$ cat src/rtl/sprite_move_scheduler.sv
// sprite_move_scheduler
//   Shares one position_update_function among the sprites (pacman=0, blinky=1,
//   pinky=2, inky=3, clyde=4). A game tick runs one round. Each sprite is issued
//   in index order, the updater latency is waited out, and the result is captured.
//   After rst or soft_restart an init sweep loads the reset positions through the
//   updater, with upd_rst held high. At the end of a round the ghost positions are
//   compared against pacman.
// Ports
//   clk, rst         clock; synchronous active-high reset
//   tick             1-cycle pulse requesting a movement round
//   soft_restart     1-cycle pulse requesting an init sweep
//   dir_in           per-sprite move direction, 4 bits each, sprite i at [4i+3:4i]
//   upd_curr_x/y     current position driven to the updater
//   upd_dir          direction driven to the updater (0 during init)
//   upd_sprite       sprite index driven to the updater
//   upd_rst          updater reset; high only during the init sweep
//   upd_new_x/y      updater result, valid UPD_LATENCY cycles after stable inputs
//   pos_x/pos_y      packed sprite positions
//   busy             high whenever the scheduler is not idle
//   round_done       1-cycle pulse once every capture of a round has landed
//   collide          bit g-1 set when ghost g sits on pacman; valid with round_done
//   overrun          sticky; set when a tick arrives while one is already pending
module sprite_move_scheduler #(
   parameter int UPD_LATENCY = 2,
   parameter int NUM_SPRITES = 5
) (
   input  logic                      clk,
   input  logic                      rst,
   input  logic                      tick,
   input  logic                      soft_restart,
   input  logic [4*NUM_SPRITES-1:0]  dir_in,
   output logic [10:0]               upd_curr_x,
   output logic [9:0]                upd_curr_y,
   output logic [3:0]                upd_dir,
   output logic [2:0]                upd_sprite,
   output logic                      upd_rst,
   input  logic [10:0]               upd_new_x,
   input  logic [9:0]                upd_new_y,
   output logic [11*NUM_SPRITES-1:0] pos_x,
   output logic [10*NUM_SPRITES-1:0] pos_y,
   output logic                      busy,
   output logic                      round_done,
   output logic [NUM_SPRITES-2:0]    collide,
   output logic                      overrun
);

   localparam int         CNT_W    = (UPD_LATENCY > 1) ? $clog2(UPD_LATENCY) : 1;
   localparam logic [CNT_W-1:0] LAST_CNT = CNT_W'(UPD_LATENCY - 1);
   localparam logic [2:0] LAST_IDX = 3'(NUM_SPRITES - 1);

   typedef enum logic [2:0] {
      S_INIT_ISSUE, S_INIT_WAIT, S_IDLE, S_ISSUE, S_WAIT, S_DONE
   } state_t;

   state_t                  state_reg, state_next;
   logic [2:0]              idx_reg, idx_next;
   logic [CNT_W-1:0]        wait_cnt_reg, wait_cnt_next;
   logic                    tick_pending_reg, tick_pending_next;
   logic                    restart_pending_reg, restart_pending_next;
   logic                    overrun_reg, overrun_next;
   logic [NUM_SPRITES-2:0]  collide_reg, collide_next;
   logic                    snap_en;
   logic                    cap_en;
   logic                    init_mode;

   logic [10:0]             pos_x_arr [NUM_SPRITES];
   logic [9:0]              pos_y_arr [NUM_SPRITES];
   logic [3:0]              dir_arr   [NUM_SPRITES];
   logic [NUM_SPRITES-2:0]  match;

   // Per-sprite storage: position capture, direction snapshot, output packing.
   generate
      for (genvar gi = 0; gi < NUM_SPRITES; gi++) begin : g_sprite
         logic [10:0] x_reg;
         logic [9:0]  y_reg;
         logic [3:0]  dir_snap_reg;

         always_ff @(posedge clk) begin
            if (rst) begin
               x_reg        <= '0;
               y_reg        <= '0;
               dir_snap_reg <= '0;
            end else begin
               if (cap_en && (idx_reg == 3'(gi))) begin
                  x_reg <= upd_new_x;
                  y_reg <= upd_new_y;
               end
               if (snap_en) begin
                  dir_snap_reg <= dir_in[4*gi +: 4];
               end
            end
         end

         assign pos_x_arr[gi]     = x_reg;
         assign pos_y_arr[gi]     = y_reg;
         assign dir_arr[gi]       = dir_snap_reg;
         assign pos_x[11*gi +: 11] = x_reg;
         assign pos_y[10*gi +: 10] = y_reg;
      end

      for (genvar gi = 1; gi < NUM_SPRITES; gi++) begin : g_match
         assign match[gi-1] = (pos_x_arr[gi] == pos_x_arr[0]) &&
                              (pos_y_arr[gi] == pos_y_arr[0]);
      end
   endgenerate

   always_ff @(posedge clk) begin
      if (rst) begin
         state_reg           <= S_INIT_ISSUE;
         idx_reg             <= '0;
         wait_cnt_reg        <= '0;
         tick_pending_reg    <= 1'b0;
         restart_pending_reg <= 1'b0;
         overrun_reg         <= 1'b0;
         collide_reg         <= '0;
      end else begin
         state_reg           <= state_next;
         idx_reg             <= idx_next;
         wait_cnt_reg        <= wait_cnt_next;
         tick_pending_reg    <= tick_pending_next;
         restart_pending_reg <= restart_pending_next;
         overrun_reg         <= overrun_next;
         collide_reg         <= collide_next;
      end
   end

   always_comb begin
      state_next           = state_reg;
      idx_next             = idx_reg;
      wait_cnt_next        = wait_cnt_reg;
      tick_pending_next    = tick_pending_reg;
      restart_pending_next = restart_pending_reg;
      overrun_next         = overrun_reg;
      collide_next         = collide_reg;
      snap_en              = 1'b0;
      cap_en               = 1'b0;

      // Requests arriving while busy are queued; one tick deep, extra ones are dropped.
      if (state_reg != S_IDLE) begin
         if (tick) begin
            if (tick_pending_reg) overrun_next = 1'b1;
            else                  tick_pending_next = 1'b1;
         end
         if (soft_restart) restart_pending_next = 1'b1;
      end

      case (state_reg)
         S_INIT_ISSUE, S_ISSUE: begin
            wait_cnt_next = '0;
            state_next    = (state_reg == S_ISSUE) ? S_WAIT : S_INIT_WAIT;
         end
         S_INIT_WAIT, S_WAIT: begin
            if (wait_cnt_reg == LAST_CNT) begin
               cap_en = 1'b1;
               if (idx_reg == LAST_IDX) begin
                  idx_next   = '0;
                  state_next = (state_reg == S_WAIT) ? S_DONE : S_IDLE;
               end else begin
                  idx_next   = idx_reg + 3'd1;
                  state_next = (state_reg == S_WAIT) ? S_ISSUE : S_INIT_ISSUE;
               end
            end else begin
               wait_cnt_next = wait_cnt_reg + CNT_W'(1);
            end
         end
         S_IDLE: begin
            // Restart wins over tick; a coincident tick is kept for after the sweep.
            if (soft_restart || restart_pending_reg) begin
               restart_pending_next = 1'b0;
               idx_next             = '0;
               state_next           = S_INIT_ISSUE;
               if (tick) begin
                  if (tick_pending_reg) overrun_next = 1'b1;
                  else                  tick_pending_next = 1'b1;
               end
            end else if (tick || tick_pending_reg) begin
               tick_pending_next = 1'b0;
               snap_en           = 1'b1;
               idx_next          = '0;
               state_next        = S_ISSUE;
            end
         end
         S_DONE: begin
            collide_next = match;
            state_next   = S_IDLE;
         end
         default: state_next = S_INIT_ISSUE;
      endcase
   end

   assign init_mode  = (state_reg == S_INIT_ISSUE) || (state_reg == S_INIT_WAIT);
   assign upd_curr_x = pos_x_arr[idx_reg];
   assign upd_curr_y = pos_y_arr[idx_reg];
   assign upd_dir    = init_mode ? 4'd0 : dir_arr[idx_reg];
   assign upd_sprite = idx_reg;
   assign upd_rst    = init_mode;
   assign busy       = (state_reg != S_IDLE);
   assign round_done = (state_reg == S_DONE);
   // The last capture lands on the edge into DONE, so compare live during DONE.
   assign collide    = (state_reg == S_DONE) ? match : collide_reg;
   assign overrun    = overrun_reg;

endmodule

$ cat config.mk
export PLATFORM = sky130hd
export DESIGN_NAME = sprite_move_scheduler
export DESIGN_NICKNAME = d
export VERILOG_FILES = /design/src/rtl/sprite_move_scheduler.sv
export SDC_FILE = /design/constraint.sdc
export NUM_CORES = 1
export LEC_CHECK = 0
export CAP_MARGIN = 30
export CORE_AREA = 10 10 132 134
export DETAILED_ROUTE_END_ITERATION = 12
export DIE_AREA = 0 0 142 144
export PLACE_DENSITY = 0.9
export SYNTH_ARGS = -nofsm -noshare
export SYNTH_HDL_FRONTEND = slang
export SYNTH_SLANG_ARGS = --single-unit
$ cat constraint.sdc
create_clock -name clk -period 3.6 [get_ports clk]
set_clock_uncertainty 0.15 [all_clocks]
set_input_delay 0.72 -clock clk [delete_from_list [all_inputs] [get_ports clk]]
set_output_delay 0.72 -clock clk [all_outputs]
set_load 0.03 [all_outputs]
==> impl_metrics.toml, run 1 <==
[status]
status = "finished, final reports clean"

[setup_path]
critPathSlowestCell = "dfxtp_1"
crit_required_ns = 2.73
worstReg2RegStart = "upd_sprite[0]"
max_stage_delay_ns = 0.49
cp_data_arrival_time_ns = 2.33
crit_fanout = 7
cp-start-kind = "flop"
rr_worst_depth = 8
ff2ff_setup_slack_ns = 1.02
crit_chain = "xor2_1, nor4_2, nand4_1, o21ai_0, dlymetal6s2s_1"
path_class = "flop to output pin"
end_kind = "output pin"
reg2reg_to = "g_sprite[4].x_reg[9]"

[synthesis]
synth.avg_cell_area_um2 = 9.36
postSynthCellCount = 756
ys_seq_area_share_pct = 39.3
syn_area_um2 = 7070
synth_top_family_by_area = "multiplexers"
synth.distinct_cells = 40
synth_fp_nets = 807
synth_largest_area_cell = "dfxtp_1"
synthTopCellsByCount = "dfxtp_1 (139), nor2_1 (96), mux2i_1 (85), xor2_1 (80), nand2_1 (72)"
synthAdderAreaFrac_pct = 1.06
synth-edff-count = 0
yosysWarningCount = 0
synth_top_area_share_pct = 39.3
ys_top_cells_by_area = "dfxtp_1 (39%), mux2i_1 (12%), xor2_1 (9.9%)"
yosysMostFrequentCell = "dfxtp_1"
async_flop_share_pct = 0
ys_ff_latch = 139
synthMuxAreaShare_pct = 20.0
yosys.area_share.simple_pct = 15.5
synth-compound-area-share_pct = 8.26
synthXorXnorAreaFrac_pct = 10.6
synth_ff_type = "dfxtp_1"

[global_route]
antenna_found_initial = 1
grt_pass1_wl_um = 37900
grt_max_degree = 51
grt_pass1_vias = 6669
grt.total_usage_pct = 23.6
grt_overflow_total = 0

[power]
leakage_uw = 0.00443
vdd.ir_drop.worst_mv = 0.344
powerDensity_nw_per_um2 = 399

[floorplan]
die_h_um = 144
die_area_um2 = 20400
pin_count = 186
die_w_um = 142
start_util_pct = 47.6
rows = 45
coreArea_um2 = 14900

[min_path]
min-delay-start = "g_sprite[2].dir_snap_reg[0]"
hold_path.class = "flop to flop"
whs_endpoint = "g_sprite[2].dir_snap_reg[0]"
hold_path_depth = 2

[timing]
hold_viol = 0
finalSetupTns_ns = 0
rsz0062_at_grt = "no"
setup_viol = 0
slew_headroom_pct = 48.4
final_max_slew_viol_count = 0
tightest_slew_ns = 0.771
max_freq_mhz = 313
fin_crit_sh_pct = 88.8
min_period_ns = 3.20
hold-worst-slack_ns = 0.300

[route]
drt_iter0_markers = 633
drc = 0
avgRoutedWirePerCell_um = 22.3
via_per_inst = 5.86
vias = 6505
wl_um = 24700
first_pass_iters = 7
ant_nets = 0

[clocking]
cts_tree = "done"
cts_max_path_buffers = 2
clk_pin_slew_ns = 0.06
clkLatencyLatePin_ns = 0.42
htreeDepth = 4
clock-sinks = 139
cts_buffers = 17
clockRootBuffer = "clkbuf_16"

[place]
gp_congestion = 0.983
portBuffers = 185
placedInstanceArea_um2 = 9090
hpwlAfterDp_um = 17700

[final_layout]
largest_reg_flops = 55
final.fill_count = 1135
multi_input_area_um2 = 3930
layout-drive-gt1-share_pct = 12.3
fin_nets = 960
stdcell_area_um2 = 9740
seq_area_um2 = 2790
area.growth.synth_to_final_pct = 37.7

[run]
max_cap_viol_count = 0
==> logic make-up after synthesis <==
| group | after synthesis |
|---|---|
| AO/OA/AOI/OAI | 93 |
| XOR/XNOR | 85 |
| buffers and inverters | 82 |
| adder cells (fa/ha/maj) | 6 |
| AND/OR/NAND/NOR | 241 |
| multiplexers | 110 |
| flip-flops | 139 |
==> cell type report <==
class | count | area share (%)
multi-input cells | 535 | 40.4
inverters | 9 | 0.347
repair buffers | 207 | 21.8
clock buffers | 19 | 4.44
flip-flops and latches | 139 | 28.6
clock inverters | 12 | 2.02
well taps | 188 | 2.41
diodes | 1 | 0.0257
==> what timing repair did <==
item	4_1_cts	5_1_grt
endpoints found under the hold margin	0	0
resized for setup	1	5
setup endpoints to repair	4	4
hold buffers	0	0
pin swaps	0	0
cloned	0	0
setup buffers	0	0
==> how the worst max path moves through the flow <==
| stage | cells after the start | slack (ns) | end | start |
|---|---|---|---|---|
| final | 5 | 0.40 | collide[1] | g_sprite[0].x_reg[3] |
| after global routing | 5 | 0.29 | collide[1] | g_sprite[0].y_reg[2] |
| after CTS | 5 | 0.003 | collide[1] | g_sprite[0].x_reg[3] |
| after detailed placement | 5 | 0.40 | collide[1] | state_reg[2] |
| after global placement | 5 | 0.42 | collide[1] | state_reg[2] |
| after floorplan | 4 | 0.72 | upd_curr_x[0] | upd_sprite[0] |
==> report_power, final <==
group	internal, µW	switching, µW
registers	1560	34.8
logic	179	220
clock network	1220	672
==> critical path, delay by kind of cell (launching register included) <==
family,cells,cell delay (ns)
AND/OR/NAND/NOR,2,0.63
buffers and inverters,1,0.35
XOR/XNOR,1,0.13
AO/OA/AOI/OAI,1,0.30
flip-flops,1,0.49
==> layout by cell type (no fill, tap or decap), types with 17 or more instances in the layout <==
cell type	n
a21oi_1	48
nor2_1	96
a22o_1	21
clkbuf_16	17
clkdlybuf4s50_1	155
nand3_1	27
dfxtp_1	137
mux4_2	25
nand2_1	72
buf_4	35
mux2i_1	85
nor4_1	19
xor2_1	80
==> metal layers <==
metal / vias to the layer above / wire (µm) / share of wire, % / GRT usage, %
met5: - / 0 / 0 / 0
met4: 0 / 960 / 3.9 / 11.3
met3: 73 / 2750 / 11 / 9.15
met2: 378 / 11700 / 47 / 38.3
met1: 3124 / 9280 / 38 / 26.6
li1: 2930 / - / - / -
==> stage by stage <==
stage	cells	total power, µW	util (%)	setup slack [ns]
6_report	1110	3880	65.5	0.402
3_3_place_gp	1078	2010	61.2	0.423
2_1_floorplan	756	1840	-	0.722
5_1_grt	1110	3980	65.5	0.294
4_1_cts	1109	3880	65.4	0.00284
3_5_place_dp	1078	2010	61.2	0.397
No activity file was read; power rests on OpenSTA's default activity.
==> inputs of run 2 (changes only) <==
--- a/config.mk
+++ b/config.mk
@@ -6,10 +6,12 @@
 export NUM_CORES = 1
 export LEC_CHECK = 0
 export CAP_MARGIN = 30
-export CORE_AREA = 10 10 132 134
+export CORE_AREA = 10 10 127 129
+export CTS_CLUSTER_SIZE = 12
 export DETAILED_ROUTE_END_ITERATION = 12
-export DIE_AREA = 0 0 142 144
-export PLACE_DENSITY = 0.9
+export DIE_AREA = 0 0 137 139
+export MAX_ROUTING_LAYER = met4
+export PLACE_DENSITY = 0.95
 export SYNTH_ARGS = -nofsm -noshare
 export SYNTH_HDL_FRONTEND = slang
 export SYNTH_SLANG_ARGS = --single-unit
==> constraint.sdc (replaced) <==
create_clock -name clk -period 3.8 [get_ports clk]
set_clock_uncertainty 0.15 [all_clocks]
set_input_delay 0.76 -clock clk [delete_from_list [all_inputs] [get_ports clk]]
set_output_delay 0.76 -clock clk [all_outputs]
set_load 0.03 [all_outputs]
==> run 2 against run 1 <==
Clock power fell by 15%. Sequential share of layout area rose by 0.42 points. First-iteration DRC count rose by 42%. Wire length rose by 2.7%. Sequential power fell by 5%. Count of clock-buffer cells in the layout rose by 8. Final cell count fell by 0.90%. Design area fell by 1.4%. Sequential cell count did not move.
==> impl_metrics.toml, run 2 (same netlist as run 1, synthesis figures left out) <==
[timing]
slew_headroom_pct = 37.0
min_period_ns = 3.68
tightest_slew_ns = 0.944
final_max_slew_viol_count = 0
hold-worst-slack_ns = 0.306
setup_viol = 0
fin_crit_sh_pct = 96.7
rsz0062_at_grt = "no"
finalSetupTns_ns = 0
hold_viol = 0
max_freq_mhz = 272

[clocking]
cts_tree = "done"
clockRootBuffer = "clkbuf_16"
htreeDepth = 4
clock-sinks = 139
cts_buffers = 17
cts_max_path_buffers = 2
clkLatencyLatePin_ns = 0.43
postCtsSetupRepairBufs = 0
clk_pin_slew_ns = 0.06

[route]
wl_um = 25400
ant_nets = 0
drt_iter0_markers = 899
avgRoutedWirePerCell_um = 23.1
vias = 6636
via_per_inst = 6.03
drc = 0
first_pass_iters = 5

[power]
leakage_uw = 0.00432
p_seq_share_pct = 43.3
combPwrFrac_pct = 10.8
switching_power_uw = 876
powerDensity_nw_per_um2 = 363
switching_share_pct = 25.1
clkPwrFrac_pct = 45.9
vdd.ir_drop.worst_mv = 0.351
power.internal_uw = 2610

[global_route]
grt_overflow_total = 0
grt.total_usage_pct = 26.8
antenna_found_initial = 0
grt_max_degree = 69
grt_pass1_vias = 6610
grt_pass1_wl_um = 38700

[floorplan]
die_w_um = 137
die_h_um = 139
die_area_um2 = 19000
coreArea_um2 = 13700
pin_count = 186
start_util_pct = 51.8
rows = 43

[setup_path]
end_kind = "output pin"
crit_required_ns = 2.89
path_class = "flop to output pin"
cp_data_arrival_time_ns = 2.77
cp-start-kind = "flop"
crit_fanout = 7

[final_layout]
fin_nets = 958
diodes = 0
largest_reg_flops = 55
final_cell_mix = "clkdlybuf4s50_1 (157), dfxtp_1 (137), nor2_1 (96)"
area.growth.synth_to_final_pct = 35.8
multi_input_area_um2 = 3940
layout-drive-gt1-share_pct = 12.3
seq_area_um2 = 2790
final.fill_count = 956
final_common_cell = "clkdlybuf4s50_1"

[min_path]
hold_path.class = "flop to flop"

[status]
status = "finished, final reports clean"

[run]
max_cap_viol_count = 0

[place]
gp_congestion = 1.01
portBuffers = 185
hpwlAfterDp_um = 17800
==> run 2: repair_timing <==
item | 4_1_cts | 5_1_grt
gates resized for setup | 3 | 2
hold buffers | 0 | 0
endpoints found under the setup margin | 3 | 2
endpoints found under the hold margin | 0 | 0
==> run 2: stage by stage <==
stage	std cells	instance area [µm²]	power (µW)	setup WS (ns)	util, %
floorplan	756	7070	1740	0.882	-
global placement	1068	9020	1900	0.471	66.0
detailed placement	1068	9020	1900	0.415	66.0
CTS	1100	9590	3480	0.0188	70.2
global route	1100	9600	3570	0.0195	70.3
finish	1100	9600	3490	0.124	70.3
==> run 2: worst max-delay path, stage by stage, from the launching register on <==
cell and delay (ns):
dfxtp_1 0.52, xor2_1 0.18, nor4_2 0.40, nand4_1 0.19
o21ai_0 0.31, clkdlybuf4s50_1 0.74
==> run 2: worst paths after layout <==
path	endpoint	cells after the start	slack [ns]	start
worst max-delay path	collide[1]	5	0.12	g_sprite[0].y_reg[9]
worst min-delay path	g_sprite[3].dir_snap_reg[1]	2	0.31	g_sprite[3].dir_snap_reg[1]
worst max register to register	g_sprite[4].x_reg[0]	7	1.10	upd_sprite[1]
worst min register to register	g_sprite[3].dir_snap_reg[1]	2	0.31	g_sprite[3].dir_snap_reg[1]
==> run 2: final cells by class <==
type | count | share of cell area, %
clock buffer | 27 | 5.66
clock inverter | 5 | 0.313
inverter | 9 | 0.352
multi-input combinational | 535 | 41.0
sequential | 139 | 29.0
tap | 180 | 2.35
timing repair buffer | 205 | 21.3
==> run 2: power groups by stage <==
stage	clock network (µW)	registers [µW]	logic, µW
after detailed placement	0	1540	363
after global placement	0	1540	358
final	1600	1510	376
after CTS	1600	1510	371
after global routing	1660	1510	396
after floorplan	0	1540	205
==> run 2: layer usage <==
metal  track usage, %  wire length [µm]  vias to the layer above
li1                 -                 -                     2922
met1             30.0              9090                     3151
met2             42.3             12200                      467
met3             8.66              3120                       96
met4             12.2              1040                        0
met5                -                 0                        -
==> inputs of run 3 (changes only) <==
--- a/config.mk
+++ b/config.mk
@@ -12,6 +12,7 @@
 export DIE_AREA = 0 0 137 139
 export MAX_ROUTING_LAYER = met4
 export PLACE_DENSITY = 0.95
+export SLEW_MARGIN = 20
 export SYNTH_ARGS = -nofsm -noshare
 export SYNTH_HDL_FRONTEND = slang
 export SYNTH_SLANG_ARGS = --single-unit
==> results of run 3 <==
No change in the layout: final DEF, timing and power equal those of run 2.
==> edit (config.mk and constraints of run 1) <==
The parameter `UPD_LATENCY` goes from 2 to 1.
--- a/src/rtl/sprite_move_scheduler.sv
+++ b/src/rtl/sprite_move_scheduler.sv
@@ -23,3 +23,3 @@
 module sprite_move_scheduler #(
-   parameter int UPD_LATENCY = 2,
+   parameter int UPD_LATENCY = 1,
    parameter int NUM_SPRITES = 5
Function: changed (Yosys sat finds a counterexample within 4 cycles, from zero or initial values and one cycle with rst high).
==> edit against run 1 <==
The run now ends with negative setup slack left. Routed wire length is 3.7% higher. Power increased by 3.0%. Clock power decreased by 6%. Synthesized cell count grew 3.8%. Non-clock buffer count shrank 2. Sequential cell count shrank 1. Worst setup slack worse by 460 ps. Utilization is 1.1 points lower. Synthesized area decreased by 2.4%. Design area decreased by 1.7%. Die area did not move. Global-route usage grew 0.86 points. Highest routed layer unchanged.
==> edit: results (changes against run 1) <==
stage;metric;value;unit;change
run_status;result of the run;finished, violations left;;
run_status;failing checks;negative setup slack;;
logic_synthesis;synth unique cells;42;;+5.0%
clocking;clock edge transition at the registers on the reported setup and hold paths;60;ps;about the same
logic_synthesis;share of async-settable or async-resettable flops after synthesis;0;%;unchanged
detailed_routing;WL/cell;22.49;µm;+0.92%
timing;relative slew slack;27.00;%;-21 points
worst_setup_path;critical-path maximum fanout;7;;unchanged
placed_design;half-perimeter wire length of the detailed placement result;18.15;mm;+2.4%
placed_design;placed cells;1108;;+2.8%
global_routing;pin count of the biggest net entering global routing;81;;+59%
finish;Net count, final;990;;+3.1%
timing;Final Worst Setup Slack;-61.85;ps;-463.5 ps
global_routing;first-pass GRT wire length;38.93;mm;+2.7%
global_routing;vias in the first global route;6641;;-0.42%
logic_synthesis;leading post-synthesis cells by cell area;dfxtp_1, xor2_1, nand2_1;;
worst_setup_path;Setup Crit Path Kind;reg2out;;
logic_synthesis;most frequently used flop master after synthesis;dfxtp_1;;
placed_design;minimum setup slack after placement;458.6;ps;+61.15 ps
power_and_ir_drop;Psw;1113;µW;+20%
worst_setup_path;arrival time at the worst endpoint;2790;ps;+460 ps
clocking;clock latency on the worst-skew pair;430;ps;
timing;final-layout setup total negative slack;-61.85;ps;-61.85 ps
logic_synthesis;net count after synthesis;836;;+3.6%
detailed_routing;detailed-route wire length;25.66;mm;+3.7%
placed_design;Port Buf Inserts;185;;unchanged
clocking;number of CTS-inserted buffers;17;;unchanged
placed_design;RD Place Congestion;0.9644;;-1.8%
logic_synthesis;synthesized area divided by synthesized cell count;8.790;µm²;-6.0%
clocking;H-tree depth reported by CTS;4;;unchanged
placed_design;Post-DP Area;8976;µm²;-1.3%
finish;flip-flop count of the largest register, all copies and words added;55;;unchanged
clocking;Clk Tree Root Cell;clkbuf_16;;
finish;proportion of layout cells with a drive suffix above 1;11.45;%;-0.82 points
logic_synthesis;warning count from the yosys run;0;;unchanged
global_routing;Global Route Usage Sum;24.45;%;+0.86 points
detailed_routing;DR pass1 iterations;5;;-2
global_routing;initial antenna violation count;1;;unchanged
detailed_routing;via/cell ratio;5.929;;+1.2%
logic_synthesis;cell types with the highest counts after synthesis;nand2_1, dfxtp_1, a21oi_1;;
power_and_ir_drop;Worst IR Drop VDD;0.0003264;V;-5.0%
timing;Finish-stage setup viols;1;;+1
detailed_routing;starting DRC count in detailed routing;840;;+33%
worst_hold_path;Hold WC Path Type;reg2reg;;
clocking;Clock Tree Buf Depth;2;;unchanged
logic_synthesis;proportion of synthesized chip area in sequential cells;40.04;%;+0.69 points
power_and_ir_drop;Static Leak;0.003943;µW;-11%
run;max_cap viols;0;;unchanged
-- edit: power groups by stage --
stage / combinational [µW] / clock, µW / sequential [µW]
after floorplan: 300 / 0 / 1670
after global placement: 584 / 0 / 1650
after detailed placement: 592 / 0 / 1650
after CTS: 597 / 1770 / 1620
after global routing: 633 / 1840 / 1630
final: 606 / 1770 / 1620
-- edit: worst paths after layout --
kind	startpoint	end	slack (ps)	cells after the start
setup / recovery	g_sprite[0].y_reg[7]$_SDFFE_PP0P_	collide[1]	-60	5
setup reg to reg	upd_sprite[0]$_SDFFE_PP0P_	g_sprite[2].x_reg[1]$_SDFFE_PP0P_	1010	7
hold reg to reg	collide_reg[0]$_SDFF_PP0_	collide_reg[0]$_SDFF_PP0_	330	2
hold / removal	collide_reg[0]$_SDFF_PP0_	collide_reg[0]$_SDFF_PP0_	330	2
-- edit: logic make-up after synthesis --
kind of cell | after synthesis | synth area share (%)
fa+ha+maj | 6 | 1.088
compound gates | 134 | 11.44
simple gates | 278 | 17.26
mux | 66 | 14.11
xor+xnor | 86 | 11.19
flops | 138 | 40.04
buf+inv | 77 | 4.878
-- edit: timing repair --
item	4_1_cts	5_1_grt
hold buffers	0	0
pin swaps	0	0
setup buffers	0	0
setup endpoints to repair	1	2
resized for setup	1	2
cloned	0	0
-- edit: metal layers --
layer | part of all wire [%] | track usage [%]
met4 | 4.4 | 12.91
met3 | 13 | 9.315
met5 | 0 | 0
met2 | 45 | 36.48
met1 | 38 | 29.93
-- edit: worst max-delay path, cell delays in order (launching register included) --
cell	delay, ps
dfxtp_1	490
xor2_1	110
nor4_1	500
nand2_1	170
o21ai_0	340
clkdlybuf4s50_1	740
-- edit: metrics by stage --
| step | util (%) | power [µW] |
|---|---|---|
| after detailed placement | 60.39 | 2245 |
| after floorplan | - | 1971 |
| final | 64.44 | 3999 |
| after CTS | 64.39 | 3991 |
| after global placement | 60.39 | 2234 |
| after global routing | 64.44 | 4104 |
-- edit: cell type report --
| cell class | count | area (µm²) |
|---|---|---|
| flip-flops and latches | 138 | 2764 |
| repair buffers | 205 | 2141 |
| well taps | 188 | 235.2 |
| diodes | 1 | 2.502 |
| multi-input cells | 570 | 3814 |
| inverters | 7 | 26.28 |
| fillers | 1116 | 5286 |
| clock buffers | 20 | 456.7 |
| clock inverters | 12 | 138.9 |
